===== src/rtl/find_pkg.sv =====
// Shared helpers for the pipelined minimum/maximum finder.
// Provides tree level and padded leaf counts for a given entry count.
package find_pkg;

    // Number of reduction levels (one pipeline stage per level).
    function automatic int lvl_cnt(input int n);
        return $clog2(n);
    endfunction

    // Leaf count of the tree, rounded up to a power of two.
    function automatic int pad_cnt(input int n);
        return 1 << $clog2(n);
    endfunction

endpackage


===== src/rtl/find_node.sv =====
// Combinational 2-input compare/select cell of the reduction tree.
// Ports: i_max selects max instead of min; i_a_* / i_b_* are the
// {inc, value, idx} children; o_* is the surviving node.
module find_node #(
    parameter int W     = 7,
    parameter int IDX_W = 5
) (
    input  logic             i_max,
    input  logic             i_a_inc,
    input  logic [W-1:0]     i_a_val,
    input  logic [IDX_W-1:0] i_a_idx,
    input  logic             i_b_inc,
    input  logic [W-1:0]     i_b_val,
    input  logic [IDX_W-1:0] i_b_idx,
    output logic             o_inc,
    output logic [W-1:0]     o_val,
    output logic [IDX_W-1:0] o_idx
);

    logic w_tie;
    logic w_b_wins;
    logic w_pick_b;

    assign w_tie    = (i_a_val == i_b_val);
    assign w_b_wins = i_max ? (i_b_val > i_a_val) : (i_b_val < i_a_val);
    // Equal values resolve to the lower index.
    assign w_pick_b = w_b_wins || (w_tie && (i_b_idx < i_a_idx));

    always_comb begin
        o_inc = 1'b0;
        o_val = '0;
        o_idx = '0;
        unique case (1'b1)
            (i_a_inc && i_b_inc): begin
                o_inc = 1'b1;
                o_val = w_pick_b ? i_b_val : i_a_val;
                o_idx = w_pick_b ? i_b_idx : i_a_idx;
            end
            (i_a_inc && !i_b_inc): begin
                o_inc = 1'b1;
                o_val = i_a_val;
                o_idx = i_a_idx;
            end
            (!i_a_inc && i_b_inc): begin
                o_inc = 1'b1;
                o_val = i_b_val;
                o_idx = i_b_idx;
            end
            default: begin
            end
        endcase
    end

endmodule


===== src/rtl/find_smallest_pipe.sv =====
// Pipelined argmin over N masked W-bit values, one frame per cycle.
// Ports: valid/ready in (num, mask), valid/ready out (smallest,
// smallest_idx, none_valid). FIND_SMALLEST_MAXMODE_EN adds mode_max.
module find_smallest_pipe
    import find_pkg::*;
#(
    parameter int N     = 32,
    parameter int W     = 7,
    parameter int IDX_W = $clog2(N)
) (
    input  logic             clk,
    input  logic             rst_n,
    input  logic             in_valid,
    output logic             in_ready,
    input  logic [N*W-1:0]   num,
    input  logic [N-1:0]     mask,
`ifdef FIND_SMALLEST_MAXMODE_EN
    input  logic             mode_max,
`endif
    output logic             out_valid,
    input  logic             out_ready,
    output logic [W-1:0]     smallest,
    output logic [IDX_W-1:0] smallest_idx,
    output logic             none_valid
);

    localparam int L = lvl_cnt(N);
    localparam int P = pad_cnt(N);

    typedef struct packed {
        logic             inc;
        logic [W-1:0]     value;
        logic [IDX_W-1:0] idx;
    } node_t;

    // Heap layout: node j has children 2j and 2j+1; leaves are P..2P-1.
    node_t      w_kid [2:2*P-1];
    logic [L-1:0] r_vld;
    logic [L-1:0] w_mode;
    logic         w_en;

    assign w_en      = !(r_vld[L-1] && !out_ready);
    assign in_ready  = w_en;
    assign out_valid = r_vld[L-1];

    always_ff @(posedge clk or negedge rst_n) begin
        if (!rst_n) begin
            r_vld <= '0;
        end else if (w_en) begin
            r_vld[0] <= in_valid;
            for (int s = 1; s < L; s++) begin
                r_vld[s] <= r_vld[s-1];
            end
        end
    end

    // w_mode[s] is the mode of the frame held in stage s (0 = input).
`ifdef FIND_SMALLEST_MAXMODE_EN
    assign w_mode[0] = mode_max;
    for (genvar s = 1; s < L; s++) begin : g_mode
        logic r_mode;
        always_ff @(posedge clk or negedge rst_n) begin
            if (!rst_n) begin
                r_mode <= 1'b0;
            end else if (w_en) begin
                r_mode <= w_mode[s-1];
            end
        end
        assign w_mode[s] = r_mode;
    end
`else
    assign w_mode = '0;
`endif

    for (genvar i = 0; i < P; i++) begin : g_leaf
        if (i < N) begin : g_real
            assign w_kid[P+i] = '{
                inc:   mask[i],
                value: num[i*W +: W],
                idx:   IDX_W'(i)
            };
        end else begin : g_pad
            assign w_kid[P+i] = '0;
        end
    end

    for (genvar lv = 0; lv < L; lv++) begin : g_lvl
        for (genvar k = 0; k < (1 << lv); k++) begin : g_nd
            localparam int J = (1 << lv) + k;

            logic             w_inc;
            logic [W-1:0]     w_val;
            logic [IDX_W-1:0] w_idx;

            find_node #(
                .W     (W),
                .IDX_W (IDX_W)
            ) u_node (
                .i_max   (w_mode[L-1-lv]),
                .i_a_inc (w_kid[2*J].inc),
                .i_a_val (w_kid[2*J].value),
                .i_a_idx (w_kid[2*J].idx),
                .i_b_inc (w_kid[2*J+1].inc),
                .i_b_val (w_kid[2*J+1].value),
                .i_b_idx (w_kid[2*J+1].idx),
                .o_inc   (w_inc),
                .o_val   (w_val),
                .o_idx   (w_idx)
            );

            if (J == 1) begin : g_root
                // Root keeps an explicit none flag so reset reads 0.
                logic             r_none;
                logic [W-1:0]     r_val;
                logic [IDX_W-1:0] r_idx;
                always_ff @(posedge clk or negedge rst_n) begin
                    if (!rst_n) begin
                        r_none <= 1'b0;
                        r_val  <= '0;
                        r_idx  <= '0;
                    end else if (w_en) begin
                        r_none <= !w_inc;
                        r_val  <= w_val;
                        r_idx  <= w_idx;
                    end
                end
                assign none_valid   = r_none;
                assign smallest     = r_val;
                assign smallest_idx = r_idx;
            end else begin : g_int
                node_t r_q;
                always_ff @(posedge clk or negedge rst_n) begin
                    if (!rst_n) begin
                        r_q <= '0;
                    end else if (w_en) begin
                        r_q <= '{inc: w_inc, value: w_val, idx: w_idx};
                    end
                end
                assign w_kid[J] = r_q;
            end
        end
    end

endmodule


===== config.mk =====
export PLATFORM = sky130hd
export DESIGN_NAME = find_smallest_pipe
export DESIGN_NICKNAME = d
export VERILOG_FILES = /design/src/rtl/find_pkg.sv /design/src/rtl/find_node.sv /design/src/rtl/find_smallest_pipe.sv
export SDC_FILE = /design/constraint.sdc
export NUM_CORES = 1
export LEC_CHECK = 0
export CORE_MARGIN = 4
export CORE_UTILIZATION = 65
export DETAILED_ROUTE_END_ITERATION = 16
export PLACE_DENSITY_LB_ADDON = 0.25
export SLEW_MARGIN = 10
export SYNTH_ARGS = -nofsm -noshare
export SYNTH_HDL_FRONTEND = slang
export SYNTH_HIERARCHICAL = 1
export SYNTH_SLANG_ARGS = --single-unit

===== constraint.sdc =====
create_clock -name clk -period 7.21 [get_ports clk]
set_input_delay 1.442 -clock clk [delete_from_list [all_inputs] [get_ports clk]]
set_output_delay 1.442 -clock clk [all_outputs]
set_load 0.02 [all_outputs]

* Yosys cells after proc, flatten, opt, wreduce, memory -nomap -nowiden
Index checks and enable logic that the tools add are counted.
** Storage, ports and cells
- Output and inout port bits :: 15
- Input bits :: 260
- Bits in registers :: 408
** Operators by class
- Reduce and logical (&&, ||, !) cells :: 220
- Eq/ne operators :: 15
- Multiplexer cells :: 155
- Magnitude comparators :: 46
** Operators by type and width (number)
- 7-bit case mux with 3 select lines :: 31
- 5-bit case mux with 3 select lines :: 30
- 7-bit less-than comparator :: 31
- 7-bit 2-to-1 mux :: 31
- 1-bit logical AND :: 109
- 7-bit == test :: 15
- 3-bit OR reduction :: 31
- 5-bit less-than comparator :: 15
- 5-bit 2-to-1 mux :: 15
- 1-bit zero test :: 65
- 1-bit 2-to-1 mux :: 47
- 1-bit logical OR :: 15
- 5-bit case mux with 2 select lines :: 1

* Longest topological paths before layout
- Depth after elaboration :: 5
- Depth in mapped cells :: 9
- Gate-level depth less buffers :: 8

* Modules after synthesis
Netlist, hierarchy kept.
** Modules (own cells, without submodules)
- find_smallest_pipe :: area an instance 16951.3 sq um, instances 1, cells each 866, seq. area each 10209.8 sq um
- find_node :: area an instance 456.7 sq um, instances 31, cells each 59, seq. area each 0.0 sq um

* Worst setup path before layout
Ideal clock, no wire load.
- Kind :: in2out
- Start point :: input out_ready
- End point :: output in_ready
- Path buffers :: 2
- Data arrival time :: 1.907 ns
- Stages :: 4
- Path slack :: 3.861 ns
- Data required time :: 5.768 ns
- Path through :: nor2b_4 > buf_6 > buf_8 > inv_2
** Between the ends
- Longest elaborated chain between the ends :: 3
** RTL lines
- start: declaration :: line find_smallest_pipe.sv:21 : input logic out_ready,
- 1-bit zero test :: line find_smallest_pipe.sv:42 : assign w_en = !(r_vld[L-1] && !out_ready);
- 1-bit logical AND :: line find_smallest_pipe.sv:42
- 1-bit zero test :: line find_smallest_pipe.sv:42
- end: declaration :: line find_smallest_pipe.sv:14 : output logic in_ready,
No other way between the ends.

* Final worst setup path
Ends and elaborated chain as after synthesis.

==> run summary <==
Routed len/inst: 18.3 um
IO Pins: 275
Flops & latches, synth: 408
Post-Synth XOR/XNOR Area: 0%
Final ANT Viol Nets: 0
Crit path max fanout: 24
Setup-failing EPs final: 0
Net Sw Frac: 36.4%
Vias per cell: 5.82
Initial Util: 66.3%
Die Span X: 227 um
Core area: 47000 um2
Layout area overhead: 16.8%
Max clock buf depth: 3
Largest net degree at the start of global routing: 147
Root buf cell: clkbuf_16
First-pass GRT wire length: 118000 um
Post-DP HPWL: 54800 um
CP Launch Point: out_ready
Crit end category: output pin
Comb pwr share: 50.0%
Via Count: 22900
Clock slew at reported path FFs: 60 ps
Worst Setup Start Kind: input pin
Seq/Total Area, Yosys: 32.8%
I/O Buffers: 274
Power per cell area: 351 nW/um2
Layout cells sized above 1: 20.3%
CP arrival: 3440 ps
Post-Syn Area: 31100 um2
Compound-Gate Fraction of Synth Area: 18.1%
# nets final: 3897
Placed instance area: 34800 um2
P_sw: 4.63 mW
Antenna violations before repair: 1
Achievable Freq: 0.205 GHz
Worst Hold Class: reg2reg
Post-route DRC: 0
Tcrit/Tclk final: 67.7%
Rows: 79
CP required: 5770 ps
Hold-fix buffers, CTS: 0
Post-cts sizing count: 0
Max Clock Skew: 13.8 ps
Status: completed
CTS tree: yes
Share of synthesized registers carrying an async set or reset: 100%
Final Instance Area: 36300 um2
Synth Area in Simple Gates: 7.44%
Adder-cell share of the synthesized area: 13.7%
GRT Overall Usage: 27.8%
Leak: 18.2 nW
Vias in the first global route: 23900
Int Pwr: 8.10 mW
Distinct cell type count after synthesis: 31
Crit path kind: in2out
Mean Syn Cell Area: 11.5 um2
Worst vdd ir: 207 uV
H-tree levels: 2
CTS buffer count: 45
Worst Tran Pin Value: 1070 ps
Gpl congestion: 0.923
Global-route congestion overflow total: 0
Post-synthesis mux area share: 19.0%
Largest family of logic cells by synthesized area: multiplexers
Unrepaired setup endpoints after global routing: false
Clk sinks: 408
Reg power frac: 31.4%
Post CTS Setup Buffer Count: 0
Iteration count of the initial detailed-routing pass: 7
Mapped Cells: 2695
Slew Viols, Final: 0
Clock power frac: 18.6%
Clk_lat worst skew: 570 ps
Hold_sp: r_vld[3]$_DFFE_PN0N_
Fin. Hold Viols: 0
Drt initial violations: 1544
Min Tclk post-route: 4880 ps
Slew headroom: 28.6%
Total wire length: 72100 um
Synth warn: 6
Max-cap violations: 0
Origin of the critical flop-to-flop path: r_vld[4]$_DFFE_PN0N_
Synth Flop Type: dfrtp_1
Post-Place Setup Slack: 2300 ps
Die area: 51400 um2
Number of enable flip-flop cells after synthesis: 0
Die span in y: 227 um
Final worst slack: 2330 ps
TNS Setup: 0 ps
## power groups by stage
stage	logic [mW]	clock network, mW	registers, mW
detailed placement	6.24	0	4.01
global placement	5.91	0	3.95
global route	6.95	2.52	4.09
floorplan	5.46	0	3.68
CTS	6.32	2.42	3.98
finish	6.36	2.37	4.00
## critical path: stages
cell and delay (ps):
clkdlybuf4s50_1 460, nor2b_4 770, inv_2 170, clkdlybuf4s50_1 590
## final cells by class
type                    count  area, um2
fillers                  3020      10600
diodes                      1       2.50
multi-input cells        2187      19600
inverters                 373       1400
clock buffers              64       1330
flip-flops and latches    408      10200
repair buffers            281       2850
well taps                 607        759
clock inverters            18        205
## path summary, 6_finish.rpt
path                                                              end  slack (ps)  cells after the start
max                                                          in_ready        2330                      4
min                                              r_vld[4]$_DFFE_PN0N_         490                      1
max reg2reg                g_lvl[4].g_nd[5].g_int.r_q[12]$_DFFE_PN0N_        3780                      4
min reg2reg                                      r_vld[4]$_DFFE_PN0N_         490                      1
max in group asynchronous  g_lvl[4].g_nd[4].g_int.r_q[12]$_DFFE_PN0N_        4750                      2
min in group asynchronous  g_lvl[4].g_nd[10].g_int.r_q[9]$_DFFE_PN0N_         860                      1
## synth_stat cells, types with 33 or more instances
library cell | n | area share (%)
mux2_2 | 46 | 1.7
o211ai_1 | 93 | 2.2
nand4_1 | 62 | 1.2
dfrtp_1 | 408 | 33
buf_6 | 38 | 1.4
a22o_1 | 310 | 8.7
ha_1 | 341 | 14
buf_12 | 33 | 2.1
a21oi_1 | 94 | 1.5
a22o_2 | 62 | 2.0
nand2b_1 | 63 | 1.3
mux2_4 | 360 | 17
inv_1 | 372 | 4.5
a211oi_1 | 62 | 1.5
## cell families (layout without fill, tap and decap cells)
group                      after synthesis  in the layout
muxes                                  406            406
other                                    2            383
AOI/OAI and AO/OA                      714            714
DFF                                    408            408
and+or+nand+nor                        344            344
adders and majority gates              341            341
buffers and inverters                  480            736
## placed cells by master (no fill, tap or decap), types with 8 or more instances in the layout
master	n
nand3_1	31
a22o_1	310
clkbuf_8	9
mux2_2	46
nand4_1	62
nand2_1	31
clkinv_2	9
o21ai_0	31
clkbuf_1	8
clkbuf_16	47
inv_1	372
o211ai_1	93
nand2b_1	63
mux2_4	360
a22o_2	62
nor2_1	31
a21oi_1	94
a211oi_1	62
nand3b_1	31
o21bai_1	31
or2_2	31
a21oi_2	31
conb_1	382
dfrtp_1	408
clkdlybuf4s50_1	273
or4_4	31
and4_4	31
ha_1	341
## metal layers
metal / global-route usage [%] / vias up / routed length (um)
li1: - / 10900 / -
met1: 35.7 / 11300 / 31000
met2: 48.4 / 588 / 35600
met3: 3.55 / 168 / 2940
met4: 10.4 / 0 / 2450
met5: 0 / - / 0
## flip-flops by register name, indices dropped and copies added (netlist names)
name / count
g_lvl.g_nd.g_int.r_q: 390
none_valid: 1
r_vld: 5
smallest: 7
smallest_idx: 5
## per-stage QoR
step	utilization (%)	hold slack, ps	total power [mW]	instances
finish	77.4	495	12.7	3939
global route	77.4	509	13.6	3939
CTS	77.4	498	12.7	3938
detailed placement	74.1	486	10.2	3856
global placement	74.1	447	9.85	3856
floorplan	-	435	9.14	3075
No activity file was read; power rests on OpenSTA's default activity.
